<file path="src/rtl/shift_mode_ctrl_if.sv">
// Command bus between the shift sequencer and the 4-bit universal shift register.
// The master drives requests and returns QA/QD; the slave (sequencer) drives mode and data.
interface shift_mode_ctrl_if;
    logic       start;
    logic       stop;
    logic       ring;
    logic       fill;
    logic [3:0] pattern;
    logic       QA;
    logic       QD;
    logic       S1;
    logic       S0;
    logic       A;
    logic       B;
    logic       C;
    logic       D;
    logic       SL;
    logic       SR;
    logic       busy;
    logic       done;

    modport master (
        output start, stop, ring, fill, pattern, QA, QD,
        input  S1, S0, A, B, C, D, SL, SR, busy, done
    );

    modport slave (
        input  start, stop, ring, fill, pattern, QA, QD,
        output S1, S0, A, B, C, D, SL, SR, busy, done
    );
endinterface

</file>
<file path="src/rtl/shift_mode_ctrl.sv">
// Sequencer for a 4-bit universal shift register: loads a pattern, then issues timed
// rotate-right (ring) or right-then-left (bounce) shift commands. All outputs registered.
module shift_mode_ctrl #(
    parameter int              DIV_W   = 24,
    parameter logic [DIV_W-1:0] DIV_MAX = 2,
    parameter int              STEPS   = 4
) (
    input  logic             clk,
    input  logic             rst,
    shift_mode_ctrl_if.slave sm
);
    localparam logic [3:0] STEPS_C = 4'(STEPS);

    typedef enum logic [2:0] {IDLE, LOAD, RUN_R, RUN_L, FINISH} state_t;

    state_t           state_q, state_d;
    logic [DIV_W-1:0] div_q, div_d;
    logic [3:0]       step_q, step_d;
    logic [3:0]       pat_q, pat_d;
    logic             ring_q, ring_d;
    logic             fill_q, fill_d;
    logic [1:0]       s_q, s_d;
    logic             sl_q, sl_d;
    logic             sr_q, sr_d;
    logic             busy_q, done_q;
    logic             run, tick;

    // The divider also runs during LOAD so the first shift lands DIV_MAX+1 cycles after it.
    assign run  = (state_q inside {LOAD, RUN_R, RUN_L});
    assign tick = run && (div_q == DIV_MAX);

    always_comb begin
        state_d = state_q;
        div_d   = div_q;
        step_d  = step_q;
        pat_d   = pat_q;
        ring_d  = ring_q;
        fill_d  = fill_q;
        s_d     = 2'b00;
        if (run)
            div_d = tick ? '0 : div_q + 1'b1;

        case (state_q)
            IDLE: begin
                if (sm.start && !sm.stop) begin
                    state_d = LOAD;
                    pat_d   = sm.pattern;
                    ring_d  = sm.ring;
                    fill_d  = sm.fill;
                end
            end
            LOAD, RUN_R: begin
                state_d = RUN_R;
                if (tick) begin
                    s_d = 2'b01;
                    if (!ring_q) begin
                        if (step_q + 4'd1 == STEPS_C) begin
                            step_d  = '0;
                            state_d = RUN_L;
                        end else begin
                            step_d = step_q + 4'd1;
                        end
                    end
                end
            end
            RUN_L: begin
                // Wait out the last left-shift cycle so FINISH itself carries S=00.
                if (step_q == STEPS_C) begin
                    state_d = FINISH;
                end else if (tick) begin
                    s_d    = 2'b10;
                    step_d = step_q + 4'd1;
                end
            end
            FINISH:  state_d = IDLE;
            default: state_d = IDLE;
        endcase

        if (sm.stop && state_q != IDLE) begin
            state_d = IDLE;
            s_d     = 2'b00;
        end
        if (state_d == LOAD) begin
            s_d    = 2'b11;
            div_d  = '0;
            step_d = '0;
        end
        if (state_d == IDLE || state_d == FINISH) begin
            div_d  = '0;
            step_d = '0;
        end

        sr_d = ring_q ? sm.QD : fill_q;
        sl_d = ring_q ? 1'b0  : fill_q;
    end

    always_ff @(posedge clk or posedge rst) begin
        if (rst) begin
            state_q <= IDLE;
            div_q   <= '0;
            step_q  <= '0;
            pat_q   <= '0;
            ring_q  <= 1'b0;
            fill_q  <= 1'b0;
            s_q     <= 2'b00;
            sl_q    <= 1'b0;
            sr_q    <= 1'b0;
            busy_q  <= 1'b0;
            done_q  <= 1'b0;
        end else begin
            state_q <= state_d;
            div_q   <= div_d;
            step_q  <= step_d;
            pat_q   <= pat_d;
            ring_q  <= ring_d;
            fill_q  <= fill_d;
            s_q     <= s_d;
            sl_q    <= sl_d;
            sr_q    <= sr_d;
            busy_q  <= (state_d != IDLE);
            done_q  <= (state_d == FINISH);
        end
    end

    assign sm.S1   = s_q[1];
    assign sm.S0   = s_q[0];
    assign sm.A    = pat_q[3];
    assign sm.B    = pat_q[2];
    assign sm.C    = pat_q[1];
    assign sm.D    = pat_q[0];
    assign sm.SL   = sl_q;
    assign sm.SR   = sr_q;
    assign sm.busy = busy_q;
    assign sm.done = done_q;
endmodule
</file>
<file path="src/flat_wrapper.sv">
// flat-port wrapper written by rule: the top's interface ports become plain ports
module shift_mode_ctrl_flat 
#(
    parameter int              DIV_W   = 24,
    parameter logic [DIV_W-1:0] DIV_MAX = 2,
    parameter int              STEPS   = 4
)
  (clk, rst, sm_start, sm_stop, sm_ring, sm_fill, sm_pattern, sm_QA, sm_QD, sm_S1, sm_S0, sm_A, sm_B, sm_C, sm_D, sm_SL, sm_SR, sm_busy, sm_done);
  shift_mode_ctrl_if sm_i ();
  input  logic clk;
  input  logic rst;
  input wire logic [$bits(sm_i.start)-1:0] sm_start;
  input wire logic [$bits(sm_i.stop)-1:0] sm_stop;
  input wire logic [$bits(sm_i.ring)-1:0] sm_ring;
  input wire logic [$bits(sm_i.fill)-1:0] sm_fill;
  input wire logic [$bits(sm_i.pattern)-1:0] sm_pattern;
  input wire logic [$bits(sm_i.QA)-1:0] sm_QA;
  input wire logic [$bits(sm_i.QD)-1:0] sm_QD;
  output wire logic [$bits(sm_i.S1)-1:0] sm_S1;
  output wire logic [$bits(sm_i.S0)-1:0] sm_S0;
  output wire logic [$bits(sm_i.A)-1:0] sm_A;
  output wire logic [$bits(sm_i.B)-1:0] sm_B;
  output wire logic [$bits(sm_i.C)-1:0] sm_C;
  output wire logic [$bits(sm_i.D)-1:0] sm_D;
  output wire logic [$bits(sm_i.SL)-1:0] sm_SL;
  output wire logic [$bits(sm_i.SR)-1:0] sm_SR;
  output wire logic [$bits(sm_i.busy)-1:0] sm_busy;
  output wire logic [$bits(sm_i.done)-1:0] sm_done;
  assign sm_i.start = sm_start;
  assign sm_i.stop = sm_stop;
  assign sm_i.ring = sm_ring;
  assign sm_i.fill = sm_fill;
  assign sm_i.pattern = sm_pattern;
  assign sm_i.QA = sm_QA;
  assign sm_i.QD = sm_QD;
  assign sm_S1 = sm_i.S1;
  assign sm_S0 = sm_i.S0;
  assign sm_A = sm_i.A;
  assign sm_B = sm_i.B;
  assign sm_C = sm_i.C;
  assign sm_D = sm_i.D;
  assign sm_SL = sm_i.SL;
  assign sm_SR = sm_i.SR;
  assign sm_busy = sm_i.busy;
  assign sm_done = sm_i.done;
  shift_mode_ctrl #(.DIV_W(DIV_W), .DIV_MAX(DIV_MAX), .STEPS(STEPS)) u_core (.clk(clk), .rst(rst), .sm(sm_i));
endmodule
</file>
<file path="config.mk">
export PLATFORM = sky130hd
export DESIGN_NAME = shift_mode_ctrl_flat
export DESIGN_NICKNAME = d
export VERILOG_FILES = /design/src/rtl/shift_mode_ctrl_if.sv /design/src/rtl/shift_mode_ctrl.sv /design/src/flat_wrapper.sv
export SDC_FILE = /design/constraint.sdc
export NUM_CORES = 1
export LEC_CHECK = 0
export BUFFER_PORTS_ARGS = -buffer_cell sky130_fd_sc_hd__buf_2
export CORE_MARGIN = 2
export CORE_UTILIZATION = 51
export DETAILED_ROUTE_END_ITERATION = 8
export PLACE_DENSITY = 0.73
export SLEW_MARGIN = 20
export SYNTH_ARGS = -nofsm -noshare
export SYNTH_HDL_FRONTEND = slang
export SYNTH_SLANG_ARGS = --single-unit
</file>
<file path="constraint.sdc">
create_clock -name clk -period 1.7 [get_ports clk]
set_input_delay 0.085 -clock clk [delete_from_list [all_inputs] [get_ports clk]]
set_output_delay 0.085 -clock clk [all_outputs]
set_load 0.03 [all_outputs]
</file>
==> key figures, run 1 <==
Global route
  • First-pass GRT wire length: 9197 µm
  • Largest net degree at the start of global routing: 44
  • Initial antenna violation count: 0
  • Remaining Overflow, GRT: 0
  • Overall global routing resource usage: 0.2383
  • Vias in the first global route: 2,000

Synth
  • Async S/R FF share, synth: 1.000
  • Post-synth cell types: 50
  • Number of synthesized flops with an enable pin: 0
  • Yosys reg bits: 43
  • Synth top area cells: dfrtp_1 47%, nor2_1 4.2%, xor2_1 4.2%
  • Top_reg_cell synth: dfrtp_1
  • Syn. warnings: 0
  • Largest area contributor in the netlist: dfrtp_1
  • Top cell type's share of synthesized area: 0.4684
  • Synth Cell Area: 2297 µm²
  • Sequential fraction of the synthesis area: 0.4684
  • Syn avg cell area: 10.16 µm²
  • Net Count, Synth: 243
  • Synthesized instance count: 226

STA
  • Setup Viol. Count Final: 28
  • Crit share post-route: 1.101
  • Setup TNS: -1679 ps
  • FMAX: 0.5340 GHz
  • Final hold slack: 12.57 ps
  • Slew headroom: 0.6440
  • Slew @ Worst Pin: 534.1 ps
  • Setup WS post-layout: -172.5 ps
  • Unrepaired setup endpoints after global routing: yes
  • Fin. Hold Viols: 0
  • Fin. max-slew vios: 0
  • Worst Clk Skew: 9.075 ps
  • Fin crit period: 1873 ps

Routing
  • Via count: 2,038
  • Post-Route WL: 5668 µm
  • DRT iter0 DRCs: 116
  • Pre-antenna DRT Iters: 4
  • ANT nets after route: 0
  • DR vias/cell: 5.661
  • Residual DRC: 0
  • Post-DR wirelength/cell: 15.74 µm

Floorplan
  • Core area: 4354 µm²
  • Die area: 5057 µm²
  • Starting Density: 0.5276
  • Row Count: 24
  • Die Y: 71.12 µm
  • Chip Width: 71.12 µm
  • Num ports: 22

Placed design
  • Gpl congestion: 0.8468
  • Port Buffers: 20
  • HPWL Detailed: 3780 µm
  • Pre-CTS WS: -195.0 ps

Worst setup path
  • Reg2Reg Depth: 6
  • Crit path kind: flip-flop to flip-flop
  • RR Endpoint: u_core.step_q[2]
  • Crit path max fanout: 4
  • WP data required: 1890 ps
  • Startpoint Class: flip-flop
  • Crit path launch: u_core.div_q[9]
  • Crit end category: flip-flop
  • R2R setup slack: -170 ps
  • RR Startpoint: u_core.div_q[9]
  • Crit path DAT: 2070 ps
  • Critical Path End: u_core.step_q[2]

Finish
  • Layout Nets: 324
  • Layout cells sized above 1: 0.3734
  • Ant. Diodes: 0
  • Leading cell types in the layout, fill and taps excluded: 52 x buf_4, 42 x dfrtp_1, 23 x nor2_1
  • Commonest non-fill, non-tap cell in the layout: buf_4
  • Core Util, Final: 0.7210
  • Area growth, synth to finish: 36.66%

Run status
  • Status: finished with violations
  • Failing checks: setup timing

Clocking
  • CTS root buffer: clkbuf_8
  • Clock buffer depth: 2
  • Clk_lat worst skew: 310 ps
  • H-tree lvl count: 2
  • Total CTS buffers: 5
  • CTS tree: built
  • CTS sink cnt: 43
  • Reg clk slew, reported paths: 90 ps

Worst hold path
  • Worst hold path class: input pin to flip-flop
  • Hold Crit Depth: 2

Pwr
  • Overall Power: 2.422 mW
  • PwrDens: 771.4 nW/µm²
  • Max VDD drop: 783.9 µV
  • Leak: 1.448 nW

Job
  • Max cap viols: 0
[metrics by stage]
| stage | cell area [µm²] | std cells |
|---|---|---|
| after CTS | 3067 | 358 |
| after floorplan | 2316 | 226 |
| after global placement | 2831 | 340 |
| after global routing | 3139 | 360 |
| after detailed placement | 2831 | 340 |
| final | 3139 | 360 |
[cell families (layout without fill, tap and decap cells)]
| family | Yosys count | after routing | synth area share |
|---|---|---|---|
| AOI/OAI and AO/OA | 37 | 37 | 0.1231 |
| xor gates and xnor gates | 14 | 14 | 0.05338 |
| adders and majority gates | 5 | 5 | 0.02723 |
| buffers and inverters | 14 | 96 | 0.02505 |
| DFF | 43 | 43 | 0.4684 |
| muxes | 8 | 8 | 0.03812 |
| and+or+nand+nor | 105 | 105 | 0.2647 |
[power breakdown]
part,internal [mW],switching [mW],total [mW]
clock,0.476,0.367,0.843
sequential,1.09,0.0409,1.13
combinational,0.180,0.273,0.452
total,1.74,0.681,2.42
[Yosys cell counts (2+ instances only)]
cell type	n
dfrtp_1	43
nor2_1	26
nand3_1	11
xor2_1	11
nand2_1	9
nor3b_1	9
and3_1	8
nand4_1	8
nor4_1	8
inv_1	7
a21oi_1	6
a31o_1	6
mux2_2	6
o21ai_1	6
ha_1	5
and2_1	4
clkbuf_1	4
o21ai_0	4
nor2b_1	3
nor3_1	3
xnor2_1	3
a21o_1	2
a31o_2	2
and3b_1	2
mux2i_1	2
nand3_2	2
nand3b_1	2
o21a_1	2
[flip-flops by register name, indices dropped and copies added, names as in the netlist]
signal	count
u_core.div_q	24
u_core.fill_q	1
u_core.pat_q	4
u_core.ring_q	1
u_core.s_q	2
u_core.sm.SL	1
u_core.sm.SR	1
u_core.sm.busy	1
u_core.sm.done	1
u_core.state_q	3
u_core.step_q	4
[worst min-delay path by stage]
stage | start | end | slack [ps]
floorplan | sm_QD | u_core.sm.SR | 210
global placement | rst | u_core.div_q[14] | 250
detailed placement | rst | u_core.pat_q[3] | 250
CTS | sm_start | u_core.sm.busy | 5
global route | sm_ring | u_core.ring_q | 3
finish | sm_start | u_core.sm.busy | 10
[layer usage]
metal,global-route usage,wire (µm)
met3,0.04843,315
met5,0,0
met4,0.09644,121
met1,0.3123,2421
met2,0.3884,2810
[critical path, stage by stage (launching register included)]
cell and delay, ps:
dfrtp_2 440, nor4_2 290, nand2_1 170, buf_6 160, a2111oi_4 410, a2bb2oi_1 210
a21oi_1 70
[layout make-up]
type                    count  area (µm²)
clock buffers               6       82.58
clock inverters             2       35.03
fillers                   320        1215
inverters                   8       31.28
multi-input cells         169        1240
flip-flops and latches     43        1077
well taps                  52       65.06
repair buffers             80       608.1
[repair_timing]
item / in CTS / in global routing
pin swaps: 8 / 3
gates resized for setup: 7 / 9
endpoints found under the setup margin: 29 / 34
endpoints found under the hold margin: 45 / 0
cloned: 0 / 1
setup buffers: 7 / 1
hold buffers: 3 / 0
No activity file was read; power rests on OpenSTA's default activity.
==> run 2, diff against run 1 <==
REMOVE_ABC_BUFFERS = 1   (was not set)
==> key figures, run 2 (same netlist as run 1, synthesis figures left out) <==
Run status
  • Status: finished with violations
  • Failing checks: setup timing

Clocking
  • H-tree lvl count: 2 (unchanged)
  • CTS tree: built
  • Clock buffer depth: 2 (unchanged)
  • Clk_lat worst skew: 300 ps (about the same)
  • Reg clk slew, reported paths: 80 ps (about the same)
  • Total CTS buffers: 5 (unchanged)
  • CTS sink cnt: 43 (unchanged)
  • CTS root buffer: clkbuf_8

Placed design
  • Dpl cells: 345 (+1.5%)
  • HPWL Detailed: 3789 µm (+0.25%)
  • Placement Cell Area: 2845 µm² (+0.49%)
  • Gpl congestion: 0.8980 (+6.0%)
  • Port Buffers: 20 (unchanged)

Finish
  • Layout cells sized above 1: 0.4057 (+0.03228)
  • Commonest non-fill, non-tap cell in the layout: buf_4
  • Fill count: 282 (-12%)
  • Leading cell types in the layout, fill and taps excluded: 61 x buf_4, 42 x dfrtp_1, 26 x nor2_1
  • Reg with most FFs: u_core.div_q
  • Design Area, Final: 3247 µm² (+3.4%)
  • Ant. Diodes: 0 (unchanged)
  • Layout Nets: 334 (+3.1%)
  • Number of flip-flops in the largest register: 24 (unchanged)
  • Top Registers: u_core.div_q x24, u_core.pat_q x4, u_core.step_q x4
  • Area growth, synth to finish: 41.34%
  • Layout Cells excl Fill: 370 (+2.8%)

STA
  • Final hold slack: 11.01 ps (-1.561 ps)
  • Worst Clk Skew: 8.288 ps (-0.7872 ps)
  • Slew headroom: 0.6149 (-0.02903)
  • FMAX: 0.5233 GHz (-2.0%)
  • Setup WS post-layout: -211.0 ps (-38.51 ps)
  • Unrepaired setup endpoints after global routing: yes
  • Setup Viol. Count Final: 29 (+3.6%)
  • Fin. Hold Viols: 0 (unchanged)
  • Crit share post-route: 1.124 (+0.02265)
  • Slew @ Worst Pin: 574.1 ps (+39.99 ps)
  • Fin crit period: 1911 ps (+38.51 ps)
  • Fin. max-slew vios: 0 (unchanged)
  • Setup TNS: -4099 ps (-2421 ps)

Routing
  • Via count: 2,077 (+1.9%)
  • DRT iter0 DRCs: 164 (+41%)
  • Post-Route WL: 5888 µm (+3.9%)
  • Post-DR wirelength/cell: 15.91 µm (+1.1%)
  • DR vias/cell: 5.614 (-0.84%)
  • Pre-antenna DRT Iters: 4 (unchanged)
  • Residual DRC: 0 (unchanged)
  • ANT nets after route: 0 (unchanged)

Global route
  • Met2 global-route usage: 0.3894 (+0.001038)
  • Initial antenna violation count: 0 (unchanged)
  • First-pass GRT wire length: 9128 µm (-0.75%)
  • Overall global routing resource usage: 0.2304 (-0.007830)
  • Gr busiest metal: met2
  • Remaining Overflow, GRT: 0 (unchanged)
  • Met1 Usage GRT: 0.2894 (-0.02295)
  • Largest net degree at the start of global routing: 18 (-59%)
  • Met3 GRT Util: 0.04986 (+0.001425)
  • Vias in the first global route: 2,031 (+1.6%)

Worst setup path
  • R2R setup slack: -210 ps (-40 ps)
  • CP Cell Sequence: inv_1, ha_1, nor4b_4, nand4_1, buf_6, a2111oi_4, buf_4, mux2i_1, nor2_1
  • Reg2Reg Depth: 9 (+3)
  • Crit path DAT: 2100 ps (+30 ps)
  • Crit path max fanout: 4 (unchanged)
  • Crit end category: flip-flop
  • Worst path depth: 9 (+3)
  • Startpoint Class: flip-flop
  • WP data required: 1890 ps (about the same)
  • Bufs and invs on worst path: 3 (+2)
  • Top delay family on crit path: buffers and inverters
  • RR Startpoint: u_core.div_q[0]
  • RR Endpoint: u_core.step_q[0]
  • Critical Path End: u_core.step_q[0]
  • Crit path kind: flip-flop to flip-flop
  • CP peak stage delay: 400 ps (-40 ps)
  • Slowest-stage cell, CP: dfrtp_1
  • Crit path launch: u_core.div_q[0]

Worst hold path
  • Worst hold path class: input pin to flip-flop
  • Hold Crit Depth: 2 (unchanged)
  • Hold path start: sm_start

Pwr
  • Leak: 1.473 nW (+1.7%)
  • Max VDD drop: 628.5 µV (-20%)
  • PwrDens: 746.2 nW/µm² (-3.3%)
  • Overall Power: 2.423 mW (about the same)

Floorplan
  • Die area: 5057 µm² (unchanged)
  • Starting Density: 0.5276 (unchanged)
  • Core area: 4354 µm² (unchanged)
  • Die Y: 71.12 µm (unchanged)
  • Chip Width: 71.12 µm (unchanged)
  • Row Count: 24 (unchanged)
  • Num ports: 22 (unchanged)

Job
  • Max cap viols: 0 (unchanged)
-- run 2: cell count changes in the layout (fill, tap and decap cells not counted), moves of 2 or more --
cell	before	now
nor2_1	23	26
buf_4	52	61
buf_6	2	5
ha_4	0	2
ha_1	5	3
nor2_2	3	0
-- run 2: layout make-up --
type                    count  area (µm²)  share of cell area
flip-flops and latches     43        1077              0.3318
multi-input cells         169        1272              0.3919
inverters                   8       35.03             0.01079
well taps                  52       65.06             0.02004
clock inverters             2       35.03             0.01079
clock buffers               6       82.58             0.02543
repair buffers             90       679.4              0.2092
-- run 2: worst min path at each step --
| stage | endpoint | slack (ps) |
|---|---|---|
| detailed placement | u_core.pat_q[3] | 100 |
| CTS | u_core.sm.busy | 10 |
| floorplan | u_core.s_q[1] | 150 |
| global route | u_core.pat_q[3] | 10 |
| global placement | u_core.pat_q[2] | 90 |
| finish | u_core.sm.busy | 10 |
-- run 2: stage by stage --
step           worst slack [ps]  utilization
6_report                 -211.0       0.7457
5_1_grt                  -358.1       0.7457
4_1_cts                  -208.0       0.7147
3_5_place_dp             -221.1       0.6534
3_3_place_gp             -222.1       0.6534
2_1_floorplan            -308.4            -
-- run 2: routing by layer --
layer / wire length, µm / up-vias
met5: 0 / -
met1: 2455 / 987
met3: 309 / 18
met2: 2997 / 69
met4: 125 / 0
li1: - / 1003
-- run 2: power by group --
group	switching (mW)	internal (mW)
sequential	0.0336	1.09
combinational	0.287	0.188
clock	0.353	0.475
total	0.673	1.75
-- run 2: timing repair --
action	in CTS	in global routing
hold endpoints to repair	16	0
pin swaps	7	9
gates cloned	1	1
setup buffers	6	7
hold buffers	2	0
endpoints found under the setup margin	29	37
resized for setup	14	19
==> run 3, diff against run 2 <==
CELL_PAD_IN_SITES_DETAIL_PLACEMENT = 1   (was not set)
CELL_PAD_IN_SITES_GLOBAL_PLACEMENT = 2   (was not set)
CORE_UTILIZATION = 34   (was 51)
PLACE_DENSITY = not set   (was 0.73)
PLACE_DENSITY_LB_ADDON = 0.1   (was not set)
==> key figures, run 3 (same netlist as run 1, synthesis figures left out) <==
Global route
  • Vias in the first global route: 2,274 (+12%)
  • Initial antenna violation count: 0 (unchanged)
  • Remaining Overflow, GRT: 0 (unchanged)
  • Largest net degree at the start of global routing: 22 (+4)
  • First-pass GRT wire length: 11,120 µm (+22%)
  • Overall global routing resource usage: 0.1917 (-0.03871)

Floorplan
  • Die area: 7430 µm² (+47%)
  • Chip Width: 86.20 µm (+21%)
  • Core area: 6459 µm² (+48%)
  • Row Count: 29 (+21%)
  • Num ports: 22 (unchanged)
  • Die Y: 86.20 µm (+21%)
  • Starting Density: 0.3557 (-0.1719)

STA
  • Slew headroom: 0.6675 (+0.05262)
  • Crit share post-route: 1.161 (+0.03665)
  • Fin. Hold Viols: 0 (unchanged)
  • Setup Viol. Count Final: 30 (+3.4%)
  • Fin. max-slew vios: 0 (unchanged)
  • Unrepaired setup endpoints after global routing: yes
  • Slew @ Worst Pin: 498.0 ps (-76.10 ps)
  • Fin crit period: 1973 ps (+62.31 ps)
  • Setup TNS: -6371 ps (-2272 ps)
  • Worst Clk Skew: 8.438 ps (+0.1510 ps)
  • FMAX: 0.5068 GHz (-3.2%)
  • Setup WS post-layout: -273.3 ps (-62.31 ps)

Finish
  • Number of flip-flops in the largest register: 24 (unchanged)
  • Commonest non-fill, non-tap cell in the layout: buf_4
  • Layout cells sized above 1: 0.3785 (-0.02711)
  • Ant. Diodes: 0 (unchanged)
  • Leading cell types in the layout, fill and taps excluded: 65 x buf_4, 43 x dfrtp_1, 25 x nor2_1
  • Top Registers: u_core.div_q x24, u_core.pat_q x4, u_core.step_q x4
  • Area growth, synth to finish: 36.44%
  • Reg with most FFs: u_core.div_q
  • Core Util, Final: 0.4853 (-0.2604)
  • Layout Nets: 333 (-0.30%)

Clocking
  • CTS sink cnt: 43 (unchanged)
  • H-tree lvl count: 2 (unchanged)
  • Reg clk slew, reported paths: 90 ps (about the same)
  • CTS tree: built
  • Clk_lat worst skew: 310 ps (about the same)
  • CTS root buffer: clkbuf_8
  • Total CTS buffers: 5 (unchanged)
  • Clock buffer depth: 2 (unchanged)

Worst setup path
  • Crit path DAT: 2170 ps (+70 ps)
  • Crit path kind: flip-flop to flip-flop
  • WP data required: 1890 ps (about the same)
  • Crit end category: flip-flop
  • RR Startpoint: u_core.div_q[0]
  • Reg2Reg Depth: 9 (unchanged)
  • R2R setup slack: -270 ps (-60 ps)
  • Critical Path End: u_core.step_q[1]
  • RR Endpoint: u_core.step_q[1]
  • Startpoint Class: flip-flop
  • Crit path max fanout: 4 (unchanged)
  • Crit path launch: u_core.div_q[0]

Placed design
  • Gpl congestion: 0.7710 (-14%)
  • HPWL Detailed: 4866 µm (+28%)
  • Port Buffers: 20 (unchanged)

Routing
  • Post-Route WL: 6511 µm (+11%)
  • Via count: 2,032 (-2.2%)
  • Post-DR wirelength/cell: 16.53 µm (+3.8%)
  • DR vias/cell: 5.157 (-8.1%)
  • DRT iter0 DRCs: 50 (-70%)
  • ANT nets after route: 0 (unchanged)
  • Residual DRC: 0 (unchanged)
  • Pre-antenna DRT Iters: 4 (unchanged)

Job
  • Max cap viols: 0 (unchanged)

Pwr
  • Leak: 1.432 nW (-2.7%)
  • PwrDens: 718.5 nW/µm² (-3.7%)
  • Max VDD drop: 345.7 µV (-45%)

Run status
  • Status: finished with violations
  • Failing checks: setup timing

Worst hold path
  • Worst hold path class: input pin to flip-flop
run 3: power by group:
part	total [mW]	switching [mW]	internal, mW
Combinational	0.441	0.277	0.164
Sequential	1.12	0.0334	1.09
Clock	0.691	0.397	0.294
run 3: routing by layer:
metal | part of all wire | vias to the layer above | track usage
met2 | 0.51 | 21 | 0.3333
met3 | 0.023 | 6 | 0.03143
met4 | 0.011 | 0 | 0.04688
li1 | - | 1004 | -
met5 | 0 | - | 0
met1 | 0.45 | 1001 | 0.2502
run 3: what timing repair did:
action / CTS / global route
endpoints found under the setup margin: 30 / 36
gates resized for setup: 7 / 3
cloned: 0 / 0
pin swaps: 3 / 6
hold buffers: 3 / 0
setup buffers: 1 / 3
endpoints found under the hold margin: 21 / 0
run 3: per-stage QoR:
step	std cells	hold slack, ps	power (mW)	cell area (µm²)	setup slack, ps
4_1_cts	391	0.6320	2.281	3100	-318.3
5_1_grt	394	4.909	2.364	3134	-371.8
2_1_floorplan	220	148.1	1.391	2270	-308.4
6_report	394	6.929	2.252	3134	-273.3
3_5_place_dp	379	145.0	1.577	2932	-476.1
3_3_place_gp	379	144.6	1.568	2932	-450.0
run 3: cell type report:
| class | instances | area, µm² |
|---|---|---|
| Tap cell | 77 | 96.34 |
| Timing Repair Buffer | 89 | 629.4 |
| Sequential cell | 43 | 1076 |
| Multi-Input combinational cell | 169 | 1210 |
| Clock buffer | 5 | 68.82 |
| Inverter | 8 | 30.03 |
| Clock inverter | 3 | 23.77 |
| Fill cell | 761 | 3324 |
run 3: worst min path at each step:
stage / cells past startpoint / slack (ps) / to / startpoint
after CTS: 2 / 0.6 / u_core.pat_q[1] / sm_pattern[1]
final: 2 / 7 / u_core.pat_q[1] / sm_pattern[1]
after global placement: 2 / 140 / u_core.div_q[11] / rst
after detailed placement: 2 / 140 / u_core.div_q[11] / rst
after floorplan: 1 / 150 / u_core.s_q[1] / sm_stop
after global routing: 2 / 5 / u_core.pat_q[3] / sm_pattern[3]
run 3: critical path: stages, from the launching register on:
cell and delay [ps]:
dfrtp_1 400, inv_1 70, ha_2 170, nor4b_4 190, nand4_1 150, buf_4 180
a2111oi_4 250, buf_4 190, mux2i_1 180, nor2_1 70
